**config.mk**
```make
export PLATFORM = sky130hd
export DESIGN_NAME = b10_vote_arbiter_flat
export DESIGN_NICKNAME = d
export VERILOG_FILES = /design/src/rtl/b10_vote_arbiter_if.sv /design/src/rtl/b10_vote_arbiter.sv /design/src/flat_wrapper.sv
export SDC_FILE = /design/constraint.sdc
export NUM_CORES = 1
export LEC_CHECK = 0
export CELL_PAD_IN_SITES_DETAIL_PLACEMENT = 1
export CELL_PAD_IN_SITES_GLOBAL_PLACEMENT = 2
export CORE_MARGIN = 2
export CORE_UTILIZATION = 25
export DETAILED_ROUTE_END_ITERATION = 12
export GPL_ROUTABILITY_DRIVEN = 0
export MAX_ROUTING_LAYER = met4
export PLACE_DENSITY = 0.8
export SLEW_MARGIN = 15
export SYNTH_ARGS = -nofsm -noshare
export SYNTH_HDL_FRONTEND = slang
export SYNTH_SLANG_ARGS = --single-unit
```
**constraint.sdc**
```tcl
create_clock -name clock -period 1.69 [get_ports clock]
set_input_delay 0.338 -clock clock [delete_from_list [all_inputs] [get_ports clock]]
set_output_delay 0.338 -clock clock [all_outputs]
set_load 0.05 [all_outputs]
```
**src/rtl/b10_vote_arbiter_if.sv**
```systemverilog
// Channel between the vote stations, the b10 controller and b10_vote_arbiter.
// Signals:
//   req      stations -> arbiter  per-station request, held until ack
//   vote     stations -> arbiter  station i vote on [4i+3:4i]
//   ctr      b10 -> arbiter       1 = b10 ready, falls once the vote is captured
//   rts      arbiter -> b10       request-to-send, high exactly while transferring
//   v_out    arbiter -> b10       latched vote of the granted station
//   grant    arbiter -> stations  one-hot grant, zero when idle
//   ack      arbiter -> stations  one-cycle pulse on successful transfer
//   err      arbiter -> monitor   one-cycle pulse on watchdog abort
//   busy     arbiter -> monitor   transfer outstanding
//   xfer_cnt arbiter -> monitor   successful transfer count, wraps at 256
// Modports: master = arbiter side, slave = stations/b10 side.
interface b10_vote_arbiter_if #(
  parameter int unsigned NREQ = 4
);
  logic [NREQ-1:0]   req;
  logic [4*NREQ-1:0] vote;
  logic              ctr;
  logic              rts;
  logic [3:0]        v_out;
  logic [NREQ-1:0]   grant;
  logic [NREQ-1:0]   ack;
  logic              err;
  logic              busy;
  logic [7:0]        xfer_cnt;

  modport master (
    input  req, vote, ctr,
    output rts, v_out, grant, ack, err, busy, xfer_cnt
  );

  modport slave (
    output req, vote, ctr,
    input  rts, v_out, grant, ack, err, busy, xfer_cnt
  );
endinterface

```
**src/rtl/b10_vote_arbiter.sv**
```systemverilog
// Round-robin arbiter sharing the b10 rts/ctr/v_in channel among NREQ stations.
// Waits in IDLE for ctr=1 with a pending request, grants the first requester at or
// after the priority pointer, drives its latched vote with rts=1, and returns to
// IDLE when b10 drops ctr (ack) or when rts has been high TIMEOUT cycles (err).
// Ports:
//   clock  rising-edge clock
//   reset  asynchronous active-low reset
//   bus    b10_vote_arbiter_if master modport (see interface header)
module b10_vote_arbiter #(
  parameter int unsigned NREQ    = 4,
  parameter int unsigned TIMEOUT = 15
) (
  input logic                clock,
  input logic                reset,
  b10_vote_arbiter_if.master bus
);
  localparam int unsigned IdxW = (NREQ > 1) ? $clog2(NREQ) : 1;
  localparam int unsigned TmrW = (TIMEOUT > 1) ? $clog2(TIMEOUT) : 1;
  localparam int          NReqI = int'(NREQ);
  localparam logic [IdxW-1:0] IdxLast = IdxW'(NREQ - 1);
  localparam logic [TmrW-1:0] TmrLast = TmrW'(TIMEOUT - 1);

  typedef enum logic [0:0] {StIdle, StXfer} state_e;

  state_e            state_q, state_d;
  logic [IdxW-1:0]   ptr_q, ptr_d;
  logic [IdxW-1:0]   gidx_q, gidx_d;
  logic [TmrW-1:0]   timer_q, timer_d;
  logic [3:0]        v_out_q, v_out_d;
  logic [NREQ-1:0]   grant_q, grant_d;
  logic [NREQ-1:0]   ack_q, ack_d;
  logic              err_q, err_d;
  logic [7:0]        cnt_q, cnt_d;

  logic              win_found;
  logic [IdxW-1:0]   win_idx;
  logic [IdxW-1:0]   cand;
  logic [IdxW-1:0]   ptr_after;

  // First set request at or above ptr_q, wrapping around.
  always_comb begin
    win_found = 1'b0;
    win_idx   = '0;
    cand      = '0;
    for (int k = 0; k < NReqI; k++) begin
      cand = IdxW'((int'(ptr_q) + k) % NReqI);
      if (!win_found && bus.req[cand]) begin
        win_found = 1'b1;
        win_idx   = cand;
      end
    end
  end

  // Pointer moves past the served station on both success and abort.
  assign ptr_after = (gidx_q == IdxLast) ? '0 : gidx_q + IdxW'(1);

  always_comb begin
    state_d = state_q;
    ptr_d   = ptr_q;
    gidx_d  = gidx_q;
    timer_d = timer_q;
    v_out_d = v_out_q;
    grant_d = grant_q;
    ack_d   = '0;
    err_d   = 1'b0;
    cnt_d   = cnt_q;
    unique case (state_q)
      StIdle: begin
        if (bus.ctr && win_found) begin
          state_d          = StXfer;
          gidx_d           = win_idx;
          timer_d          = '0;
          v_out_d          = bus.vote[{win_idx, 2'b00} +: 4];
          grant_d          = '0;
          grant_d[win_idx] = 1'b1;
        end
      end
      StXfer: begin
        // Success is checked first so a ctr fall on the last timer cycle still acks.
        if (!bus.ctr) begin
          state_d = StIdle;
          grant_d = '0;
          ack_d   = grant_q;
          cnt_d   = cnt_q + 8'd1;
          ptr_d   = ptr_after;
        end else if (timer_q == TmrLast) begin
          state_d = StIdle;
          grant_d = '0;
          err_d   = 1'b1;
          ptr_d   = ptr_after;
        end else begin
          timer_d = timer_q + TmrW'(1);
        end
      end
      default: state_d = StIdle;
    endcase
  end

  always_ff @(posedge clock or negedge reset) begin
    if (!reset) begin
      state_q <= StIdle;
      ptr_q   <= '0;
      gidx_q  <= '0;
      timer_q <= '0;
      v_out_q <= '0;
      grant_q <= '0;
      ack_q   <= '0;
      err_q   <= 1'b0;
      cnt_q   <= '0;
    end else begin
      state_q <= state_d;
      ptr_q   <= ptr_d;
      gidx_q  <= gidx_d;
      timer_q <= timer_d;
      v_out_q <= v_out_d;
      grant_q <= grant_d;
      ack_q   <= ack_d;
      err_q   <= err_d;
      cnt_q   <= cnt_d;
    end
  end

  assign bus.rts      = (state_q == StXfer);
  assign bus.busy     = (state_q == StXfer);
  assign bus.v_out    = v_out_q;
  assign bus.grant    = grant_q;
  assign bus.ack      = ack_q;
  assign bus.err      = err_q;
  assign bus.xfer_cnt = cnt_q;
endmodule

```
**src/flat_wrapper.sv**
```systemverilog
// flat-port wrapper written by rule: the top's interface ports become plain ports
module b10_vote_arbiter_flat 
#(
  parameter int unsigned NREQ    = 4,
  parameter int unsigned TIMEOUT = 15
)
  (clock, reset, bus_req, bus_vote, bus_ctr, bus_rts, bus_v_out, bus_grant, bus_ack, bus_err, bus_busy, bus_xfer_cnt);
  b10_vote_arbiter_if #(.NREQ(NREQ)) bus_i ();
  input logic clock;
  input logic reset;
  input wire logic [$bits(bus_i.req)-1:0] bus_req;
  input wire logic [$bits(bus_i.vote)-1:0] bus_vote;
  input wire logic [$bits(bus_i.ctr)-1:0] bus_ctr;
  output wire logic [$bits(bus_i.rts)-1:0] bus_rts;
  output wire logic [$bits(bus_i.v_out)-1:0] bus_v_out;
  output wire logic [$bits(bus_i.grant)-1:0] bus_grant;
  output wire logic [$bits(bus_i.ack)-1:0] bus_ack;
  output wire logic [$bits(bus_i.err)-1:0] bus_err;
  output wire logic [$bits(bus_i.busy)-1:0] bus_busy;
  output wire logic [$bits(bus_i.xfer_cnt)-1:0] bus_xfer_cnt;
  assign bus_i.req = bus_req;
  assign bus_i.vote = bus_vote;
  assign bus_i.ctr = bus_ctr;
  assign bus_rts = bus_i.rts;
  assign bus_v_out = bus_i.v_out;
  assign bus_grant = bus_i.grant;
  assign bus_ack = bus_i.ack;
  assign bus_err = bus_i.err;
  assign bus_busy = bus_i.busy;
  assign bus_xfer_cnt = bus_i.xfer_cnt;
  b10_vote_arbiter #(.NREQ(NREQ), .TIMEOUT(TIMEOUT)) u_core (.clock(clock), .reset(reset), .bus(bus_i));
endmodule
```
==> results.txt <==
- For the pin with the worst max-slew slack, the measured transition is 381 ps.
- Antenna diode count: 0
- Most frequent standard cell in the layout excluding fill and tap cells: buf_4
- Shortest clock period the worst path allows after layout: between 1500 and 2000 ps
- The tree is rooted in a clkbuf_8.
- Share of the yosys chip area belonging to registers: 52.0%
- Portion of total power attributed to sequential cells: 32.3%
- The post-route netlist has 39.7% of its cells at a drive strength greater than 1.
- Data arrives at the worst endpoint at 1830 ps.
- The clock passes through at most 2 buffers.
- The slowest stage of the critical path is the a211o_1 cell.
- Summed over all layers, the global routing overflow is 0.
- Row count: 27
- Per report_power, the clock group accounts for 16.9% of the total.
- The first routing iteration left 13 violations.
- Measured against its own limit, the worst slew margin works out to between 70 and 80%.
- For this run, the post-layout net count is 240.
- Global-route wire length before repair: 6580 um
- In this run the vertical extent of the chip is 80.0 um.
- The total area inside the core boundary comes to 0.00554 mm2.
* Run status: finished, final reports clean
- Switching power total: roughly 1600 uW
- FILL cells: 626
* Number of pins exceeding their max-slew limit in the final report: 0
* H-Tree Level Count: 2
- The die covers 0.00639 mm2.
- Once the floorplan was initialized, standard cells occupied a little over a quarter of the core.
* Pin count of the biggest net entering global routing: 31
* Register clock-pin slew on the reported worst setup and hold paths: roughly 70 ps
- Commonest cells after routing, fill and taps aside: buf_4, dfrtp_1, nand2_1, clkdlybuf4s50_1, o21ai_0
* # clock sinks: 30
- Via-to-Cell Ratio: 4.62
- Traced cell by cell, the critical path runs through dlygate4sd2_1, inv_1, o211ai_1, buf_4, buf_4, and2_2, a211o_1, o211a_1.
- After detailed routing, the total wire length is 4290 um.
- Tracing the worst setup path back leads to its startpoint at bus_req[1].
- Fraction of the cycle the final worst path needs: 97.7%
- Count of cell types in the netlist: 38
- Setup skew after layout: 7.73 ps
- Hold buffer count at CTS: 0
* DRC errors left: 0
- TritonCTS built the clock tree.
* Vias: 1320
- Detail Route met3 WL: 197 um
* Horiz. Die Dim: 80.0 um
- Number of nets in the synthesized netlist: between 150 and 200
* Layout Area Growth over Synthesis: 64.3%
- STA classifies the critical path endpoint as a flop.
* Antenna-violating nets left: 0
- Across the run, the number of max-cap violations was 0.
- Timing-limited maximum frequency: 605 MHz
- Internal power comes to 2060 uW.
- The detailed router used layers up to and including met4.
* Finish-stage setup viols: 0
- YS warnings: 0
* Routed metal-1 wirelength: 1820 um
* Average instance area after synthesis: 10.8 um2
- With fillers left out, the area of the finished cells amounts to 0.00237 mm2.
- Most prevalent standard cell on the critical path: buf_4
* Type of the worst setup path: in2reg
- Largest delay share family, worst path: buffers and inverters
- The startpoint identified for the worst register-to-register timing path is u_core.ptr_q[1].
* Count of port buffers added during placement: 45
- Final Hold Viols: 0
* Final cell utilization of the core: 42.8%
- Summed instance area of the synthesized netlist: 0.00144 mm2
- Share of power burned in combinational logic: 50.9%
* Flop and latch count out of synthesis: 30
- Power Density: 1540 mW/mm2
- Number of buffers created by CTS: 5
- For the worst setup path, the data required time is 1870 ps.
- Total met2 wirelength after detailed routing: 2200 um
* Num ports: 46
- Peak VDD IR: 0.689 mV
* Number of antenna violations at the first check in global routing: 0
* Half-perimeter wire length of the detailed placement result: 3160 um
- Later-pin clock latency in the skew report: 290 ps
- Critical Path Source Type: primary input
* Path category of the worst min-delay check: in2async
* Overall routing resource usage: 13.7%
* Leakage dissipation: 0.00112 uW
- Net switching is 43.6% of the power.
- Of all nets on the critical path, the largest fanout is 5.
* Placement-stage cell area: 0.00211 mm2
* Largest stage delay on the critical path: 300 ps
- Buffers & Inverters on Critical Path: 4
- Router iterations before antenna repair: 3
* Synth Instances: 134
- After detailed routing, the average wire length per cell comes to 15.0 um.
- The via count of the first global-routing pass is 1390.
metal layers:
layer	vias up	GRT usage (%)
met5	-	-
met4	0	4.24
met3	7	3.62
met2	38	23.6
met1	650	15.5
li1	625	-
cell usage after synthesis, drive strengths merged:
cell | instances | share of area, %
dfrtp | 30 | 52
nand2 | 18 | 4.9
o21ai | 11 | 4.1
nor2 | 7 | 1.8
xnor2 | 7 | 4.2
and3 | 6 | 2.8
and2 | 5 | 2.3
a211oi | 4 | 2.1
ha | 4 | 3.5
a21boi | 3 | 1.6
inv | 3 | 0.78
mux2 | 3 | 2.3
nand2b | 3 | 1.3
nand3 | 3 | 1.0
nor2b | 3 | 1.3
a211o | 2 | 1.2
buf | 2 | 0.87
mux2i | 2 | 1.4
nor3 | 2 | 0.69
o211a | 2 | 1.4
xor2 | 2 | 1.2
a21oi | 1 | 0.35
a311oi | 1 | 1.0
and4 | 1 | 0.61
clkbuf | 1 | 0.26
nor3b | 1 | 0.52
o211ai | 1 | 0.52
o21a | 1 | 0.52
o22a | 1 | 0.61
o31ai | 1 | 0.52
o41ai | 1 | 1.1
or2 | 1 | 0.43
or3 | 1 | 0.78
logic make-up (layout without fill, tap and decap cells):
logic type      after synthesis  after routing  share of synthesized area (%)
buf+inv                       6             86                           1.91
fa+ha+maj                     4              4                           3.47
simple gates                 51             51                           18.4
flops                        30             30                           52.0
xor+xnor                      9              9                           5.46
compound gates               29             29                           15.0
mux                           5              5                           3.73
metrics by stage:
stage | power (uW) | cells | worst slack, ps | setup TNS [ps] | hold slack [ps]
after global placement | 2760 | 271 | -356 | -3670 | 464
after detailed placement | 2840 | 271 | -437 | -4650 | 469
final | 3640 | 286 | 38.1 | 0 | 450
after CTS | 3500 | 280 | 19.3 | 0 | 458
after global routing | 3880 | 286 | -13.3 | -22.6 | 471
after floorplan | 2160 | 134 | 39.1 | 0 | 42.4
worst paths after layout:
path | to | slack, ps | cells past startpoint
max | u_core.bus.v_out[1] | 40 | 8
min | u_core.bus.v_out[3] | 450 | 2
max reg2reg | u_core.bus.v_out[1] | 50 | 7
min reg2reg | u_core.bus.xfer_cnt[7] | 470 | 1
max in group asynchronous | u_core.bus.busy | 940 | 2
min in group clock | u_core.bus.xfer_cnt[7] | 470 | 1
final cells by class:
class                   instances  area (um2)  area share, %
multi-input cells              98         772           32.6
flip-flops and latches         30         753           31.8
repair buffers                 75         648           27.3
well taps                      72        90.1           3.80
clock buffers                   6        82.6           3.48
clock inverters                 2        12.5          0.528
inverters                       3        11.3          0.475
registers in the layout (all words and copies together) (netlist names):
signal,cells
u_core.bus.xfer_cnt,8
u_core.bus.ack,4
u_core.bus.grant,4
u_core.bus.v_out,4
u_core.timer_q,4
u_core.gidx_q,2
u_core.ptr_q,2
u_core.bus.busy,1
u_core.bus.err,1
repair_timing:
item	CTS	global route
gates resized for setup	6	22
pin swaps	2	2
endpoints found under the setup margin	4	9
buffers inserted	1	6
cloned	0	0
endpoints found under the hold margin	0	0
power by group through the flow:
stage | sequential [uW] | clock (uW) | combinational, uW
final | 1180 | 614 | 1850
after floorplan | 1690 | 0 | 479
after CTS | 1180 | 640 | 1680
after global placement | 1160 | 0 | 1600
after detailed placement | 1190 | 0 | 1650
after global routing | 1210 | 667 | 2000
Power figures use the tool's default switching activity.
